[src/rtl/fp_pkg.sv]
// Shared constants and types for the pipelined floating-point add/subtract unit.
package fp_pkg;

  localparam int FP_EXP_WIDTH = 8;
  localparam int FP_SIG_WIDTH = 23;

  localparam int FP_FLAG_WIDTH    = 3;
  localparam int FP_FLAG_INVALID  = 2;
  localparam int FP_FLAG_OVERFLOW = 1;
  localparam int FP_FLAG_INEXACT  = 0;

  // Special-case outcome decided up front and carried down the pipe
  typedef enum logic [1:0] {
    SPC_NONE,
    SPC_NAN,
    SPC_INF
  } spc_e;

  // All-ones exponent pattern shared by infinity and NaN encodings
  function automatic logic [31:0] fp_exp_ones(input int ew);
    return (32'd1 << ew) - 32'd1;
  endfunction

  // Canonical quiet NaN: sign 0, exponent all ones, fraction MSB set
  function automatic logic [63:0] fp_qnan(input int ew, input int fw);
    return ((64'd1 << (ew + 1)) - 64'd1) << (fw - 1);
  endfunction

endpackage

[src/rtl/fp_lzc.sv]
// Leading-zero counter; an all-zero input reports WIDTH.
module fp_lzc #(
  parameter int  WIDTH     = 27,
  localparam int CNT_WIDTH = $clog2(WIDTH + 1)
) (
  input  logic [WIDTH-1:0]     data,
  output logic [CNT_WIDTH-1:0] count
);

  // Scan upward so the most significant set bit has the final say
  always_comb begin
    count = CNT_WIDTH'(WIDTH);
    for (int i = 0; i < WIDTH; i++) begin
      if (data[i]) begin
        count = CNT_WIDTH'(WIDTH - 1 - i);
      end
    end
  end

endmodule

[src/rtl/fp_addsub_pipe.sv]
// Three-stage IEEE-754 add/subtract: align, add, normalise/round/pack.
module fp_addsub_pipe
  import fp_pkg::*;
#(
  parameter int  EXP_WIDTH          = FP_EXP_WIDTH,
  parameter int  SIGNIFICANDS_WIDTH = FP_SIG_WIDTH,
  localparam int DATA_WIDTH         = 1 + EXP_WIDTH + SIGNIFICANDS_WIDTH
) (
  input  logic                     clk,
  input  logic                     rst,
  input  logic                     in_valid,
  output logic                     in_ready,
  input  logic [DATA_WIDTH-1:0]    input_01,
  input  logic [DATA_WIDTH-1:0]    input_02,
  input  logic                     op,
  output logic                     out_valid,
  input  logic                     out_ready,
  output logic [DATA_WIDTH-1:0]    result,
  output logic [FP_FLAG_WIDTH-1:0] flags
);

  localparam int EW  = EXP_WIDTH;
  localparam int FW  = SIGNIFICANDS_WIDTH;
  localparam int MW  = EW + FW;
  localparam int AW  = FW + 4;
  localparam int SW  = FW + 5;
  localparam int XW  = EW + 2;
  localparam int LZW = $clog2(AW + 1);

  localparam logic [EW-1:0]         EXP_ONES    = EW'(fp_exp_ones(EW));
  localparam logic [DATA_WIDTH-1:0] QNAN        = DATA_WIDTH'(fp_qnan(EW, FW));
  localparam logic [EW-1:0]         SHIFT_LIMIT = EW'(FW + 3);

  logic en;
  logic v1, v2;

  assign en       = ~out_valid | out_ready;
  assign in_ready = en;

  // ---------------- S1: unpack, compare, swap, align ----------------
  logic          sign_a, sign_b;
  logic [EW-1:0] exp_a, exp_b;
  logic [FW-1:0] frac_a, frac_b;
  logic          nan_a, nan_b, snan_a, snan_b, inf_a, inf_b;
  logic [MW-1:0] mag_a, mag_b;

  assign sign_a = input_01[DATA_WIDTH-1];
  assign sign_b = input_02[DATA_WIDTH-1] ^ op;
  assign exp_a  = input_01[MW-1:FW];
  assign exp_b  = input_02[MW-1:FW];
  assign frac_a = input_01[FW-1:0];
  assign frac_b = input_02[FW-1:0];
  assign nan_a  = (exp_a == EXP_ONES) && (frac_a != '0);
  assign nan_b  = (exp_b == EXP_ONES) && (frac_b != '0);
  assign snan_a = nan_a && !frac_a[FW-1];
  assign snan_b = nan_b && !frac_b[FW-1];
  assign inf_a  = (exp_a == EXP_ONES) && (frac_a == '0);
  assign inf_b  = (exp_b == EXP_ONES) && (frac_b == '0);
  assign mag_a  = (exp_a == '0) ? '0 : input_01[MW-1:0];
  assign mag_b  = (exp_b == '0) ? '0 : input_02[MW-1:0];

  logic          big_sign;
  logic [MW-1:0] big_mag, small_mag;
  logic [EW-1:0] big_exp, small_exp, exp_diff;
  logic [FW:0]   big_man, small_man;
  logic [AW-1:0] small_full, shifted, lost, big_al, small_al;
  spc_e          spc_d;
  logic          spc_sign_d, invalid_d;

  // Order by magnitude, align the smaller operand and classify specials
  always_comb begin
    big_sign  = sign_a;
    big_mag   = mag_a;
    small_mag = mag_b;
    if (mag_b > mag_a) begin
      big_sign  = sign_b;
      big_mag   = mag_b;
      small_mag = mag_a;
    end
    big_exp    = big_mag[MW-1:FW];
    small_exp  = small_mag[MW-1:FW];
    big_man    = {big_exp != '0, big_mag[FW-1:0]};
    small_man  = {small_exp != '0, small_mag[FW-1:0]};
    exp_diff   = big_exp - small_exp;
    big_al     = {big_man, 3'b000};
    small_full = {small_man, 3'b000};
    shifted    = small_full >> exp_diff;
    lost       = small_full & ~({AW{1'b1}} << exp_diff);
    if (exp_diff >= SHIFT_LIMIT) begin
      small_al = {{(AW-1){1'b0}}, |small_man};
    end else begin
      small_al = {shifted[AW-1:1], shifted[0] | (|lost)};
    end

    spc_d      = SPC_NONE;
    spc_sign_d = 1'b0;
    invalid_d  = 1'b0;
    if (nan_a || nan_b) begin
      spc_d     = SPC_NAN;
      invalid_d = snan_a | snan_b;
    end else if (inf_a && inf_b && (sign_a != sign_b)) begin
      spc_d     = SPC_NAN;
      invalid_d = 1'b1;
    end else if (inf_a) begin
      spc_d      = SPC_INF;
      spc_sign_d = sign_a;
    end else if (inf_b) begin
      spc_d      = SPC_INF;
      spc_sign_d = sign_b;
    end
  end

  logic          s1_sign, s1_sub, s1_spc_sign, s1_invalid, s1_zero_sign;
  logic [EW-1:0] s1_exp;
  logic [AW-1:0] s1_big, s1_small;
  spc_e          s1_spc;

  // S1 register: aligned operands and special-case decision
  always_ff @(posedge clk or posedge rst) begin
    if (rst) begin
      v1           <= 1'b0;
      s1_sign      <= 1'b0;
      s1_sub       <= 1'b0;
      s1_spc_sign  <= 1'b0;
      s1_invalid   <= 1'b0;
      s1_zero_sign <= 1'b0;
      s1_exp       <= '0;
      s1_big       <= '0;
      s1_small     <= '0;
      s1_spc       <= SPC_NONE;
    end else if (en) begin
      v1           <= in_valid & in_ready;
      s1_sign      <= big_sign;
      s1_sub       <= sign_a ^ sign_b;
      s1_spc_sign  <= spc_sign_d;
      s1_invalid   <= invalid_d;
      s1_zero_sign <= sign_a & sign_b;
      s1_exp       <= big_exp;
      s1_big       <= big_al;
      s1_small     <= small_al;
      s1_spc       <= spc_d;
    end
  end

  // ---------------- S2: significand add/subtract ----------------
  logic [SW-1:0] sum_d;
  assign sum_d = s1_sub ? ({1'b0, s1_big} - {1'b0, s1_small})
                        : ({1'b0, s1_big} + {1'b0, s1_small});

  logic          s2_sign, s2_spc_sign, s2_invalid, s2_zero_sign;
  logic [EW-1:0] s2_exp;
  logic [SW-1:0] s2_sum;
  spc_e          s2_spc;

  // S2 register: raw sum with carry plus the context needed to pack it
  always_ff @(posedge clk or posedge rst) begin
    if (rst) begin
      v2           <= 1'b0;
      s2_sign      <= 1'b0;
      s2_spc_sign  <= 1'b0;
      s2_invalid   <= 1'b0;
      s2_zero_sign <= 1'b0;
      s2_exp       <= '0;
      s2_sum       <= '0;
      s2_spc       <= SPC_NONE;
    end else if (en) begin
      v2           <= v1;
      s2_sign      <= s1_sign;
      s2_spc_sign  <= s1_spc_sign;
      s2_invalid   <= s1_invalid;
      s2_zero_sign <= s1_zero_sign;
      s2_exp       <= s1_exp;
      s2_sum       <= sum_d;
      s2_spc       <= s1_spc;
    end
  end

  // ---------------- S3: normalise, round, pack ----------------
  logic [LZW-1:0] lz;

  fp_lzc #(.WIDTH(AW)) u_lzc (
    .data  (s2_sum[AW-1:0]),
    .count (lz)
  );

  logic [AW-1:0]            norm;
  logic [XW-1:0]            exp_adj, exp_fin;
  logic [FW+1:0]            rounded;
  logic [FW-1:0]            frac_fin;
  logic                     underflow, round_up, inexact_r;
  logic [DATA_WIDTH-1:0]    res_d;
  logic [FP_FLAG_WIDTH-1:0] flags_d;

  // Normalise, round to nearest even and resolve special/exception results
  always_comb begin
    if (s2_sum[SW-1]) begin
      norm      = {s2_sum[SW-1:2], |s2_sum[1:0]};
      exp_adj   = {2'b00, s2_exp} + XW'(1);
      underflow = 1'b0;
    end else begin
      norm      = s2_sum[AW-1:0] << lz;
      exp_adj   = {2'b00, s2_exp} - XW'(lz);
      underflow = ({2'b00, s2_exp} <= XW'(lz));
    end
    round_up  = norm[2] & (norm[1] | norm[0] | norm[3]);
    inexact_r = |norm[2:0];
    rounded   = {1'b0, norm[AW-1:3]} + {{(FW+1){1'b0}}, round_up};
    if (rounded[FW+1]) begin
      frac_fin = rounded[FW:1];
      exp_fin  = exp_adj + XW'(1);
    end else begin
      frac_fin = rounded[FW-1:0];
      exp_fin  = exp_adj;
    end

    res_d   = '0;
    flags_d = '0;
    if (s2_spc == SPC_NAN) begin
      res_d                    = QNAN;
      flags_d[FP_FLAG_INVALID] = s2_invalid;
    end else if (s2_spc == SPC_INF) begin
      res_d = {s2_spc_sign, EXP_ONES, {FW{1'b0}}};
    end else if (s2_sum == '0) begin
      res_d = {s2_zero_sign, {MW{1'b0}}};
    end else if (underflow) begin
      res_d                    = {s2_sign, {MW{1'b0}}};
      flags_d[FP_FLAG_INEXACT] = 1'b1;
    end else if (exp_fin >= {2'b00, EXP_ONES}) begin
      res_d                     = {s2_sign, EXP_ONES, {FW{1'b0}}};
      flags_d[FP_FLAG_OVERFLOW] = 1'b1;
      flags_d[FP_FLAG_INEXACT]  = 1'b1;
    end else begin
      res_d                    = {s2_sign, exp_fin[EW-1:0], frac_fin};
      flags_d[FP_FLAG_INEXACT] = inexact_r;
    end
  end

  // S3 register: presented result, held while the consumer stalls
  always_ff @(posedge clk or posedge rst) begin
    if (rst) begin
      out_valid <= 1'b0;
      result    <= '0;
      flags     <= '0;
    end else if (en) begin
      out_valid <= v2;
      result    <= res_d;
      flags     <= flags_d;
    end
  end

endmodule

[config.mk]
export PLATFORM = sky130hd
export DESIGN_NAME = fp_addsub_pipe
export DESIGN_NICKNAME = d
export VERILOG_FILES = /design/src/rtl/fp_pkg.sv /design/src/rtl/fp_lzc.sv /design/src/rtl/fp_addsub_pipe.sv
export SDC_FILE = /design/constraint.sdc
export NUM_CORES = 1
export LEC_CHECK = 0
export ABC_AREA = 1
export CORE_MARGIN = 3
export CORE_UTILIZATION = 53
export CTS_BUF_LIST = sky130_fd_sc_hd__clkbuf_8
export DETAILED_ROUTE_END_ITERATION = 10
export PLACE_DENSITY_LB_ADDON = 0.3
export SLEW_MARGIN = 20
export SYNTH_ARGS = -nofsm -noshare
export SYNTH_HDL_FRONTEND = slang
export SYNTH_SLANG_ARGS = --single-unit
[constraint.sdc]
create_clock -name clk -period 6.95 [get_ports clk]
set_input_delay 1.0425 -clock clk [delete_from_list [all_inputs] [get_ports clk]]
set_output_delay 1.0425 -clock clk [all_outputs]
set_load 0.1 [all_outputs]
==> impl_metrics.toml <==
[worst_setup_path]
cp_max_fo = 23
slowest_delay_ns = 0.51
path_delay_family = "simple AND/OR/NAND/NOR gates"
cpMostUsedCell = "nand2_1"
critical_path_buf_inv_count = 6
crit_slowest_cell = "clkdlybuf4s50_1"
worstSetupPathType = "input pin to flip-flop"
setup.worst_path.start = "input_01[24]"
critical_path_required_ns = 7.33
startpoint_type = "input pin"
r2r-start = "s2_sum[1]"
cp.arrival_ns = 6.70
crit_path_end_kind = "flip-flop"

[timing]
final-max-slew-violation-count = 0
finClkSkew_ns = 0.0269
hold_viol = 0
rsz0062_at_grt = "no"
period_minus_slack_ns = 6.32
fin_tns_setup_ns = 0
setup_viol_count_final = 0
max_freq_mhz = 158
post-route-period-util_pct = 91.0
maxSlewHeadroom_pct = 21.9
worstMarginPinSlew_ns = 1.17

[grt]
grt_first_pass_wirelength_um = 83600
antenna_found_initial = 1
grt_max_degree = 90
grt_overflow = 0
grt_use_total_pct = 34.0
grt_pass1_vias = 15700

[route]
first_pass_iters = 8
wl_um = 51700
ant_nets = 0
met1Wirelength_um = 23200
vias_per_cell = 5.92
remaining_drc_errors = 0
dr_wl_met3_um = 4140
wl_per_cell_um = 18.2
top_layer_used = "met5"
drt_iter0_markers = 1785
route.met2.wl_um = 23200
routed-via-count = 16900

[synth]
yosys.area.top_type_share_pct = 24.6
synth_cell_types = 62
synth_cells = 2420
synth_seq_cells = 146
synth_top_area_cell = "dfrtp_1"
syn_nets = 2582
ys.flop_type = "dfrtp_1"
synth_area_leaders = "dfrtp_1 (25%), nand2_1 (19%), nand3_1 (11%), ha_1 (7.7%), o21ai_0 (7.2%)"
synth-edff-count = 0
async_reset_ff_share_pct = 100
ys_seq_area_share_pct = 24.6
syn_area_mm2 = 0.0149
yosys_warnings = 0
avgSynthCellArea_um2 = 6.14

[outcome]
status = "finished, final reports clean"

[clocking]
root_buffer = "clkbuf_8"
hold_buffers = 0
post_cts_buffers = 0
cts_sinks = 146
cts_buffers = 17
htreeDepth = 4
cts_resized = 0
cts.path.max_buffers = 2
clkLatencyLatePin_ns = 0.49
path_clk_slew_ns = 0.09
cts_tree = "yes"

[floorplanning]
die_h_um = 173
io_pins = 106
rows = 60
die-area_mm2 = 0.0301
die_w_um = 173
start_util_pct = 54.5
core_area_mm2 = 0.0273

[power_and_ir_drop]
ir_drop_mv = 0.220
p_leak_nw = 8.27
powerDensity_mw_per_mm2 = 455

[layout]
nNetsFinal = 2624
area_delta_synth_final_pct = 11.5
antenna-diode-count = 0
final_common_cell = "nand2_1"
drive_gt1_share_pct = 4.73
fin_util_pct = 60.8
multi_input_area_mm2 = 0.00973
nFillCells = 2651
layout_common_cells = "nand2_1 (742), nand3_1 (327), inv_1 (244)"
regArea_mm2 = 0.00365

[worst_hold_path]
hp-class = "flip-flop to flip-flop"
hold_start = "v2"

[job]
drv_cap = 0

[placement]
gp_congestion = 0.981
io_buffers = 105
place_hpwl_um = 40600
==> state kept, by name (all words and copies together) (netlist names), 2 cells and up <==
| signal | flops |
|---|---|
| result | 32 |
| s1_big | 24 |
| flags | 3 |
| s1_small | 27 |
| s2_sum | 28 |
| s2_exp | 8 |
| s1_exp | 8 |
| s1_spc | 2 |
| s2_spc | 2 |
==> cells by family after synthesis <==
| logic type | synth area share, % |
|---|---|
| flops | 24.6 |
| xor+xnor | 3.18 |
| simple gates | 38.6 |
| fa+ha+maj | 7.93 |
| mux | 0.0673 |
| compound gates | 15.6 |
| buf+inv | 10.1 |
==> metrics by stage <==
stage | worst slack, ns | cells | hold slack [ns] | instance area (um2) | total power, mW
6_report | 0.627 | 2846 | 0.463 | 16600 | 7.54
4_1_cts | 0.704 | 2846 | 0.464 | 16600 | 7.44
3_3_place_gp | 0.257 | 2815 | 0.432 | 16200 | 6.64
3_5_place_dp | 0.224 | 2815 | 0.441 | 16200 | 6.71
5_1_grt | 0.0448 | 2846 | 0.489 | 16600 | 8.18
2_1_floorplan | 1.17 | 2420 | 0.420 | 14900 | 5.36
==> area by class of cell <==
| type | instances | area share, % |
|---|---|---|
| multi-input cells | 1895 | 58.7 |
| inverters | 259 | 5.91 |
| clock buffers | 18 | 1.50 |
| well taps | 372 | 2.81 |
| repair buffers | 143 | 8.14 |
| flip-flops and latches | 146 | 22.0 |
| clock inverters | 13 | 0.883 |
==> path summary, 6_finish.rpt <==
| check | depth (start not counted) | slack (ns) | endpoint |
|---|---|---|---|
| max | 36 | 0.63 | s1_small[0] |
| min | 2 | 0.46 | out_valid |
| max reg2reg | 46 | 0.97 | result[22] |
| min reg2reg | 2 | 0.46 | out_valid |
| max in group asynchronous | 3 | 4.52 | s2_exp[1] |
| min in group asynchronous | 2 | 1.04 | s1_big[11] |
==> tightest hold or removal path, delay by kind of cell, from the launching register on <==
family        cells  cell delay (ns)
flops             1             0.34
buf+inv           1             0.05
simple gates      1             0.05
==> report_power, final <==
part	internal (mW)	total, mW	leakage (nW)	switching (mW)
Clock	0.333	0.716	0.202	0.383
Sequential	1.13	1.42	1.82	0.282
Combinational	1.59	5.41	6.25	3.82
Total	3.05	7.54	8.27	4.49
==> routing by layer <==
metal	track usage, %	vias to the layer above
met4	9.29	2
li1	-	8097
met2	54.2	818
met3	3.48	93
met5	0	-
met1	49.2	7846
==> synth_stat cells (all sizes together), types with 2 or more instances <==
cell type and instances:
nor3 18, nand4 53, xor2 45, a21boi 3, o221ai 4, o31ai 6
nand3 330, a31oi 5, nor2 151, clkinv 3, xnor2 9, inv 256
buf 32, o22ai 16, nand2 750, o21bai 3, a211oi 2, dfrtp 146
and2 4, o21ai 240, or2 3, o211ai 14, clkbuf 87, nand3b 2
nor4 13, o2111ai 4, o21a 4, a21o 2, a21oi 108, ha 91
fa 2, o41ai 2, a221o 2
Note: power is estimated with default switching activity, not from simulation.
